## src/rtl/dcmi_capture.sv

```systemverilog
// dcmi_capture: DCMI pixel-capture engine for OV7725-class parallel cameras.
// It oversamples the camera pins in the clk domain, so clk must run at least
// 3x pclk. Active pixels are packed PACK per word and queued in a small FIFO
// that drives a valid/ready stream. Snapshot and continuous modes are supported.
//
// Optional feature macro: DCMI_CROP_EN
//   defined   : the crop_* window selects the pixels that are captured
//   undefined : crop_* are ignored, every href-active pixel is captured and
//               out_eol marks the last word before each href fall
//
// Ports:
//   clk, rstn                  system clock, async active-low reset
//   cam_pclk/vsync/href/data   camera pins (asynchronous, sampled)
//   enable, snapshot           capture enable, single-frame mode
//   crop_x0/y0/w/h             crop window (w multiple of PACK)
//   out_data/sof/eol/valid     packed word stream, first pixel in LSBs
//   out_ready                  downstream accept
//   frame_done                 one-cycle pulse at the end of a captured frame
//   busy                       capture engine is not idle
//   overflow, clr_overflow     sticky FIFO-drop flag and its clear
//   frame_cnt                  completed-frame count, wraps
`timescale 1ns/1ps
module dcmi_capture #(
    parameter int unsigned PIX_W      = 10,
    parameter int unsigned PACK       = 2,
    parameter int unsigned FIFO_DEPTH = 8,
    parameter int unsigned CNT_W      = 12
) (
    input  logic                  clk,
    input  logic                  rstn,
    input  logic                  cam_pclk,
    input  logic                  cam_vsync,
    input  logic                  cam_href,
    input  logic [PIX_W-1:0]      cam_data,
    input  logic                  enable,
    input  logic                  snapshot,
    input  logic [CNT_W-1:0]      crop_x0,
    input  logic [CNT_W-1:0]      crop_y0,
    input  logic [CNT_W-1:0]      crop_w,
    input  logic [CNT_W-1:0]      crop_h,
    output logic [PIX_W*PACK-1:0] out_data,
    output logic                  out_sof,
    output logic                  out_eol,
    output logic                  out_valid,
    input  logic                  out_ready,
    output logic                  frame_done,
    output logic                  busy,
    output logic                  overflow,
    input  logic                  clr_overflow,
    output logic [15:0]           frame_cnt
);

    localparam int unsigned WORD_W = PIX_W * PACK;
    localparam int unsigned SLOT_W = (PACK > 1) ? $clog2(PACK) : 1;
    localparam int unsigned PTR_W  = (FIFO_DEPTH > 1) ? $clog2(FIFO_DEPTH) : 1;
    localparam int unsigned LVL_W  = PTR_W + 1;
    localparam int unsigned XW     = CNT_W + 1;

    typedef enum logic [1:0] {
        IDLE    = 2'd0,
        WAIT_VS = 2'd1,
        ACTIVE  = 2'd2,
        DONE    = 2'd3
    } state_e;

    typedef struct packed {
        logic              sof;
        logic              eol;
        logic [WORD_W-1:0] data;
    } word_t;

    // Two-flop synchronizers; the extra *_p_q stage is for edge detection
    logic             pclk_m_q, pclk_s_q, pclk_p_q;
    logic             vs_m_q, vs_s_q, vs_p_q;
    logic             href_m_q, href_s_q, href_p_q;
    logic [PIX_W-1:0] data_m_q, data_s_q;

    always_ff @(posedge clk or negedge rstn) begin
        if (!rstn) begin
            pclk_m_q <= 1'b0; pclk_s_q <= 1'b0; pclk_p_q <= 1'b0;
            vs_m_q   <= 1'b0; vs_s_q   <= 1'b0; vs_p_q   <= 1'b0;
            href_m_q <= 1'b0; href_s_q <= 1'b0; href_p_q <= 1'b0;
            data_m_q <= '0;   data_s_q <= '0;
        end else begin
            pclk_m_q <= cam_pclk;  pclk_s_q <= pclk_m_q; pclk_p_q <= pclk_s_q;
            vs_m_q   <= cam_vsync; vs_s_q   <= vs_m_q;   vs_p_q   <= vs_s_q;
            href_m_q <= cam_href;  href_s_q <= href_m_q; href_p_q <= href_s_q;
            data_m_q <= cam_data;  data_s_q <= data_m_q;
        end
    end

    logic sample_c, vs_fall_c, vs_rise_c, href_fall_c;
    assign sample_c    = pclk_s_q & ~pclk_p_q;
    assign vs_fall_c   = ~vs_s_q & vs_p_q;
    assign vs_rise_c   = vs_s_q & ~vs_p_q;
    assign href_fall_c = ~href_s_q & href_p_q;

    // Capture state machine
    state_e state_q, state_d;
    logic   start_c, frame_end_c;
    logic   snap_q;

    always_ff @(posedge clk or negedge rstn) begin
        if (!rstn) state_q <= IDLE;
        else       state_q <= state_d;
    end

    always_comb begin
        state_d     = state_q;
        start_c     = 1'b0;
        frame_end_c = 1'b0;
        case (state_q)
            IDLE:    if (enable) state_d = WAIT_VS;
            WAIT_VS: begin
                if (!enable) begin
                    state_d = IDLE;
                end else if (vs_fall_c) begin
                    state_d = ACTIVE;
                    start_c = 1'b1;
                end
            end
            ACTIVE: begin
                if (!enable) begin
                    state_d = IDLE;
                end else if (vs_rise_c) begin
                    frame_end_c = 1'b1;
                    state_d     = snap_q ? DONE : WAIT_VS;
                end
            end
            DONE:    if (!enable) state_d = IDLE;
            default: state_d = IDLE;
        endcase
    end

    logic active_c;
    assign active_c = (state_q == ACTIVE);

    // Position counters and pixel acceptance
    logic [CNT_W-1:0] x_q, y_q;
    logic             in_win_c;

`ifdef DCMI_CROP_EN
    logic [CNT_W-1:0] x0_q, y0_q, w_q, h_q;
    logic [XW-1:0]    x_ext_c, y_ext_c, x_end_c, y_end_c;
    logic             last_x_c;

    assign x_ext_c  = {1'b0, x_q};
    assign y_ext_c  = {1'b0, y_q};
    assign x_end_c  = {1'b0, x0_q} + {1'b0, w_q};
    assign y_end_c  = {1'b0, y0_q} + {1'b0, h_q};
    assign in_win_c = (x_ext_c >= {1'b0, x0_q}) && (x_ext_c < x_end_c) &&
                      (y_ext_c >= {1'b0, y0_q}) && (y_ext_c < y_end_c);
    assign last_x_c = (x_ext_c + XW'(1)) == x_end_c;
`else
    logic unused_crop;
    assign unused_crop = ^{crop_x0, crop_y0, crop_w, crop_h};
    assign in_win_c    = 1'b1;
`endif

    logic accept_c, word_full_c;
    assign accept_c    = active_c && sample_c && href_s_q && in_win_c;

    // Packer: incoming pixel drops into its slot of the partially filled word
    logic [SLOT_W-1:0] slot_q;
    logic [WORD_W-1:0] pack_q, word_c;
    assign word_full_c = accept_c && (slot_q == SLOT_W'(PACK - 1));

    always_comb begin
        word_c = pack_q;
        for (int i = 0; i < int'(PACK); i++) begin
            if (slot_q == SLOT_W'(i)) word_c[i*PIX_W +: PIX_W] = data_s_q;
        end
    end

    logic  sof_pend_q;
    logic  stg_vld_q;
    word_t stg_q;
`ifndef DCMI_CROP_EN
    // Without a crop width the last word of a line is only known at href fall,
    // so each completed word is held until the next word or the line end
    logic              hold_q, hold_sof_q;
    logic [WORD_W-1:0] hold_data_q;
`endif

    always_ff @(posedge clk or negedge rstn) begin
        if (!rstn) begin
            x_q        <= '0;
            y_q        <= '0;
            snap_q     <= 1'b0;
            slot_q     <= '0;
            pack_q     <= '0;
            sof_pend_q <= 1'b0;
            stg_vld_q  <= 1'b0;
            stg_q      <= '0;
`ifdef DCMI_CROP_EN
            x0_q <= '0; y0_q <= '0; w_q <= '0; h_q <= '0;
`else
            hold_q      <= 1'b0;
            hold_sof_q  <= 1'b0;
            hold_data_q <= '0;
`endif
        end else begin
            stg_vld_q <= 1'b0;
            if (start_c) begin
                x_q        <= '0;
                y_q        <= '0;
                snap_q     <= snapshot;
                slot_q     <= '0;
                sof_pend_q <= 1'b1;
`ifdef DCMI_CROP_EN
                x0_q <= crop_x0; y0_q <= crop_y0; w_q <= crop_w; h_q <= crop_h;
`else
                hold_q <= 1'b0;
`endif
            end else if (active_c) begin
                if (href_fall_c) begin
                    // line end: restart x, step y, drop any partial word
                    x_q    <= '0;
                    slot_q <= '0;
                    if (y_q != '1) y_q <= y_q + CNT_W'(1);
`ifndef DCMI_CROP_EN
                    if (hold_q) begin
                        stg_vld_q <= 1'b1;
                        stg_q     <= '{sof: hold_sof_q, eol: 1'b1, data: hold_data_q};
                        hold_q    <= 1'b0;
                    end
`endif
                end else if (sample_c && href_s_q) begin
                    x_q <= x_q + CNT_W'(1);
                end

                if (accept_c) begin
                    pack_q <= word_c;
                    slot_q <= word_full_c ? '0 : slot_q + SLOT_W'(1);
                end

                if (word_full_c) begin
                    sof_pend_q <= 1'b0;
`ifdef DCMI_CROP_EN
                    stg_vld_q <= 1'b1;
                    stg_q     <= '{sof: sof_pend_q, eol: last_x_c, data: word_c};
`else
                    if (hold_q) begin
                        stg_vld_q <= 1'b1;
                        stg_q     <= '{sof: hold_sof_q, eol: 1'b0, data: hold_data_q};
                    end
                    hold_q      <= 1'b1;
                    hold_sof_q  <= sof_pend_q;
                    hold_data_q <= word_c;
`endif
                end
            end else begin
`ifndef DCMI_CROP_EN
                hold_q <= 1'b0;
`endif
            end
        end
    end

    // Output FIFO; a full FIFO still accepts a write in a cycle that reads
    word_t            mem_q [FIFO_DEPTH];
    logic [PTR_W-1:0] wr_ptr_q, rd_ptr_q;
    logic [LVL_W-1:0] lvl_q, lvl_d;
    logic             valid_q, full_c, rd_c, wr_c, drop_c;

    assign full_c = (lvl_q == LVL_W'(FIFO_DEPTH));
    assign rd_c   = valid_q && out_ready;
    assign wr_c   = stg_vld_q && (!full_c || rd_c);
    assign drop_c = stg_vld_q && full_c && !rd_c;

    always_comb begin
        lvl_d = lvl_q;
        if (wr_c && !rd_c)      lvl_d = lvl_q + LVL_W'(1);
        else if (!wr_c && rd_c) lvl_d = lvl_q - LVL_W'(1);
    end

    always_ff @(posedge clk or negedge rstn) begin
        if (!rstn) begin
            for (int i = 0; i < int'(FIFO_DEPTH); i++) mem_q[i] <= '0;
            wr_ptr_q <= '0;
            rd_ptr_q <= '0;
            lvl_q    <= '0;
            valid_q  <= 1'b0;
        end else begin
            if (wr_c) begin
                mem_q[wr_ptr_q] <= stg_q;
                wr_ptr_q        <= wr_ptr_q + PTR_W'(1);
            end
            if (rd_c) rd_ptr_q <= rd_ptr_q + PTR_W'(1);
            lvl_q   <= lvl_d;
            valid_q <= (lvl_d != '0);
        end
    end

    // Status outputs
    logic        frame_done_q, busy_q, overflow_q;
    logic [15:0] frame_cnt_q;

    always_ff @(posedge clk or negedge rstn) begin
        if (!rstn) begin
            frame_done_q <= 1'b0;
            busy_q       <= 1'b0;
            overflow_q   <= 1'b0;
            frame_cnt_q  <= '0;
        end else begin
            frame_done_q <= frame_end_c;
            busy_q       <= (state_d != IDLE);
            if (frame_end_c)  frame_cnt_q <= frame_cnt_q + 16'd1;
            // a clear wins over a drop in the same cycle
            if (clr_overflow) overflow_q <= 1'b0;
            else if (drop_c)  overflow_q <= 1'b1;
        end
    end

    assign out_data   = mem_q[rd_ptr_q].data;
    assign out_sof    = mem_q[rd_ptr_q].sof;
    assign out_eol    = mem_q[rd_ptr_q].eol;
    assign out_valid  = valid_q;
    assign frame_done = frame_done_q;
    assign busy       = busy_q;
    assign overflow   = overflow_q;
    assign frame_cnt  = frame_cnt_q;

endmodule

```

## config.mk

```make
export PLATFORM = sky130hd
export DESIGN_NAME = dcmi_capture
export DESIGN_NICKNAME = d
export VERILOG_FILES = /design/src/rtl/dcmi_capture.sv
export SDC_FILE = /design/constraint.sdc
export NUM_CORES = 1
export LEC_CHECK = 0
export ABC_AREA = 1
export CORE_ASPECT_RATIO = 0.75
export CORE_UTILIZATION = 58
export DETAILED_ROUTE_END_ITERATION = 6
export PLACE_DENSITY_LB_ADDON = 0.12
export SETUP_SLACK_MARGIN = 0.5
export SKIP_LAST_GASP = 1
export SLEW_MARGIN = 20
export SYNTH_ARGS = -nofsm -noshare
export SYNTH_HDL_FRONTEND = slang
export SYNTH_SLANG_ARGS = --single-unit
```

## constraint.sdc

```tcl
create_clock -name clk -period 2.2 [get_ports clk]
set_input_delay 0.44 -clock clk [delete_from_list [all_inputs] [get_ports clk]]
set_output_delay 0.44 -clock clk [all_outputs]
set_load 0.02 [all_outputs]
```

# Yosys cells after proc, flatten, opt, wreduce, memory -nomap -nowiden

Cells that the tools add are included.

Bits in registers: 305
Output and inout bits: 42
Word-level logic and storage cells: 153

$add $sub $neg: 6
Magnitude comparators: 3
Equal/unequal tests: 5
Multiplexer cells: 47
Bitwise operators: 11
Reductions and logical operators: 26

Operators by type and width:

| kind                                                      | count |
|---|---|
| bitwise mux 176 bit                                       | 1 |
| 2-to-1 mux 22 bit                                         | 7 |
| binary-select mux 22 bit (select 3 bit)                   | 1 |
| demux 22 bit (select 3 bit)                               | 1 |
| 2-to-1 mux 1 bit                                          | 25 |
| 2-to-1 mux 10 bit                                         | 2 |
| adder 16 x 1 -> 16 bit (second input constant)            | 1 |
| 2-to-1 mux 2 bit                                          | 7 |
| logical AND 1 bit                                         | 10 |
| greater-or-equal comparator 4 bit (second input constant) | 2 |
| 2-to-1 mux 4 bit                                          | 2 |
| NOT 3 -> 4 bit                                            | 2 |
| one-hot mux 2 bit (4 select lines)                        | 1 |
| nonzero test 2 bit                                        | 4 |
| adder 3 x 1 -> 3 bit (second input constant)              | 2 |
| AND reduction 2 bit                                       | 3 |
| AND reduction 3 bit                                       | 2 |
| NOT 1 bit                                                 | 5 |
| adder 4 x 1 -> 4 bit (second input constant)              | 1 |
| bitwise AND 1 bit                                         | 4 |
| equality test 2 bit (second input constant)               | 2 |
| equality test 4 bit (second input constant)               | 1 |
| < comparator 4 x 1 -> 1 bit (second input constant)       | 1 |
| inequality test 4 x 3 -> 1 bit (second input constant)    | 1 |
| 8 further kinds                                           | 10 |

# Longest topological paths before layout

Depth after elaboration: 9
Depth in mapped cells: 10
Gate-level depth less buffers: 9

# Worst setup path after synthesis

No wires, ideal clock.

Path type: register to output
From: register rd_ptr_q[0]
To: output out_data[11]
Data arrival time: 1358 ps
Required time: 1760 ps
Setup slack: 402 ps
Stages on the path, launching flop included: 9
Path through: dfrtp_1 > buf_2 > clkinv_1 > buf_2 > buf_2 > nor2_1 > o21ai_0 > nand2_1 > nand2_1

Word-level cells in the longest chain between the ends: 4

RTL lines:

| item                                    | RTL line | text |
|---|---|---|
| from (decl)                             | 262      | `logic [PTR_W-1:0] wr_ptr_q, rd_ptr_q;` |
| from (signal assigned)                  | 289      | `if (rd_c) rd_ptr_q <= rd_ptr_q + PTR_W'(1);` |
| NOT 3 -> 4 bit (not written as such)    | 315      | `assign out_data = mem_q[rd_ptr_q].data;` |
| binary-select mux 22 bit (select 3 bit) | 315      |  |
| 2-to-1 mux 22 bit (2 in series)         | --       |  |
| to (decl)                               | 41       | `output logic [PIX_W*PACK-1:0] out_data,` |

No other way between the ends. The select of a mux whose other input is x is not followed.

# Worst setup path after layout

From: register rd_ptr_q[0]
To: output out_data[17]

Same word-level chain as after synthesis.

==> reports/qor.yml <==
status: "finished, violations left"
violations: "setup timing"
grt_pass1_wl_mm: 55.0
synth_top_area_cell: "dfrtp_1"
min_from: "cam_vsync"
place_hpwl_mm: 17.3
dpl_cell_area_sq_um: 13800
setup_ws_ps: -366
slew_viol_final: 0
cts_htree_levels: 1
core-area_sq_um: 21400
grt_max_degree: 58
drt-total-wl_mm: 38.0
drc_errors: 0
required_ps: 1760
drv_cap: 0
clock_sinks: 295
grt_busiest_layer: "met2"
clock_latency_ps: 560
hp-class: "primary input to flop"
placementRows: 46
ff2ff_setup_slack_ps: 470
grt-ovfl-total: 0
dp_cells: 1748
grt.met2_usage_pct: 51.3
drtPass1Iterations: 5
async_flop_share_pct: 100
synth_edf_count: 0
crit_type: "flop to primary output"
fin_crit_ps: 2570
rr_endpoint: "mem_q[10]"
cts_tree: "yes"
synth_top_family_by_area: "simple AND/OR/NAND/NOR gates"
routed_via_density: 5.81
drt-initial-drc-count: 1016
synthCells: 1441
start_kind: "flop"
antenna_found_initial: 0
ys_top_cells_by_area: "dfrtp_1 (58%), nand2_1 (11%), o21ai_0 (8.9%)"
ys_types: 33
grt_util_met1_pct: 42.8
gp_congestion: 0.788
worstHoldPathCells: 1
fin_nets: 1632
diodes: 0
cts-root-buf: "clkbuf_16"
yosysTopAreaCellShare_pct: 57.7
fmax_mhz: 390
worst_pin_slew_ps: 533
io_pins: 109
cp-end-kind: "primary output"
dieArea_sq_um: 22700
grt_pass1_vias: 10183
reg2reg_from: "lvl_q[0]"
ys.flop_type: "dfrtp_1"
synth_area_sq_um: 12800
powerDensity_nw_per_um2: 1030
clk_path_buf_depth: 3
synth_xor_area_share_pct: 1.16
grt_usage_pct: 31.5
hold_viol_final: 0
placement.io_buffers: 60
arrival_ps: 2130
fp.dieH_um: 131
p_leak_uw: 0.00744
start_util_pct: 59.8
fin_cells: 1865
antenna_left: 0
worstHoldEndpoint: "vs_m_q"
stdcell_area_sq_um: 16400
cts_buffers: 28
synth_fa_ha_area_share_pct: 0.586
finClkSkew_ps: 12.3
synth_nets: 1514
ff2ff_path_depth: 10
ys_seq_area_share_pct: 57.7
synth.area.mux_share_pct: 0.0880
worstPathMaxFanout: 5
final-setup-viol-count: 22
final_layout_size_suffix_gt1_share_pct: 22.1
finalCritPeriodShare_pct: 117
synth-compound-area-share_pct: 15.8
clk_pin_slew_ps: 60
rsz0062_at_grt: "yes"
area_growth_pct: 28.0
ir_drop_v: 0.000601
synth-simple-area-share_pct: 18.3
wl_per_cell_um: 20.4
slew_headroom_pct: 64.4
yosysWarnings: 0
dp_slack_ps: -92.2
avgSynthCellArea_sq_um: 8.88
fin_util_pct: 76.5
die_x_um: 174
use_met3_pct: 4.60
ys_ff_latch: 295
vias: 10842
design_power_total_uw: 16900
## how the worst max path moves through the flow
| stage | depth (start not counted) | slack, ps | start | endpoint |
|---|---|---|---|---|
| 3_3_place_gp | 7 | -90 | rd_ptr_q[0] | out_data[4] |
| 2_1_floorplan | 7 | 500 | rd_ptr_q[0] | out_data[14] |
| 6_report | 10 | -370 | rd_ptr_q[0] | out_data[17] |
| 5_1_grt | 10 | -380 | rd_ptr_q[0] | out_data[17] |
| 4_1_cts | 9 | -210 | rd_ptr_q[0] | out_data[11] |
| 3_5_place_dp | 7 | -90 | rd_ptr_q[0] | out_data[4] |
## synth_stat cells, types with 2 or more instances
library cell	count
o21ai_1	89
a21oi_1	12
nand2_2	4
buf_6	19
nor3_1	4
ha_1	6
nand2_1	376
o21ai_2	41
nand3_1	17
o21ai_0	228
nor2_1	173
inv_2	3
inv_1	76
clkbuf_1	29
buf_1	4
xnor2_1	5
nand4_1	6
clkinv_1	2
buf_2	23
buf_4	3
dfrtp_1	295
xor2_1	12
nand2_4	4
## timing repair
| action | CTS | global route |
|---|---|---|
| pin swaps | 14 | 24 |
| gates cloned | 20 | 17 |
| hold buffers | 1 | 0 |
| hold endpoints to repair | 48 | 0 |
| buffers inserted | 19 | 12 |
| gates resized for setup | 292 | 148 |
| endpoints found under the setup margin | 238 | 215 |
## metrics by stage
| step | TNS (ps) | hold slack [ps] |
|---|---|---|
| 2_1_floorplan | 0 | 144 |
| 3_3_place_gp | -529 | 332 |
| 3_5_place_dp | -737 | 336 |
| 4_1_cts | -4010 | 309 |
| 5_1_grt | -5930 | 312 |
| 6_report | -4600 | 317 |
## metal layers
layer	wire (um)	up-vias
met1	15000	5186
met5	0	-
met2	17600	568
met3	3500	160
met4	1910	0
li1	-	4928
## kinds of logic after synthesis
group,Yosys count
AO/OA/AOI/OAI,372
XOR/XNOR,17
flip-flops,295
adder cells (fa/ha/maj),6
AND/OR/NAND/NOR,589
multiplexers,1
buffers and inverters,161
## layout make-up
type | count | area, sq um
Sequential cell | 295 | 7380
Fill cell | 1441 | 5030
Inverter | 81 | 325
Tap cell | 288 | 360
Timing Repair Buffer | 164 | 2280
Clock inverter | 8 | 105
Multi-Input combinational cell | 986 | 5100
Clock buffer | 40 | 806
Timing Repair inverter | 3 | 22.5
## state kept, by name (all words and copies together), names as in the netlist, 2 cells and up, named ones only
signal	cells
data_m_q	10
data_s_q	10
frame_cnt	16
hold_data_q	20
lvl_q	4
mem_q	176
pack_q	10
rd_ptr_q	3
state_q	2
wr_ptr_q	3
## critical path: stages, from the launching register on
cell     delay [ps]
dfrtp_2         430
buf_12          160
buf_12          150
buf_12          150
nor2_4           80
nor2_2           40
o21ai_1         130
o21ai_1         120
nand2_1          90
nand2_2          90
buf_6           140
## power by group
| group | internal, uW | switching (uW) |
|---|---|---|
| Combinational | 2560 | 3630 |
| Sequential | 5660 | 185 |
| Clock | 2770 | 2080 |
## cells in the final DEF (no fill, tap or decap), types with 40 or more instances in the layout
cell type,instances
nor2_1,142
o21ai_0,126
clkbuf_16,40
nand2_2,45
o21ai_2,54
nand2_1,326
dfrtp_1,293
buf_4,45
inv_1,73
o21ai_1,178
No activity file was read; power rests on OpenSTA's default activity.
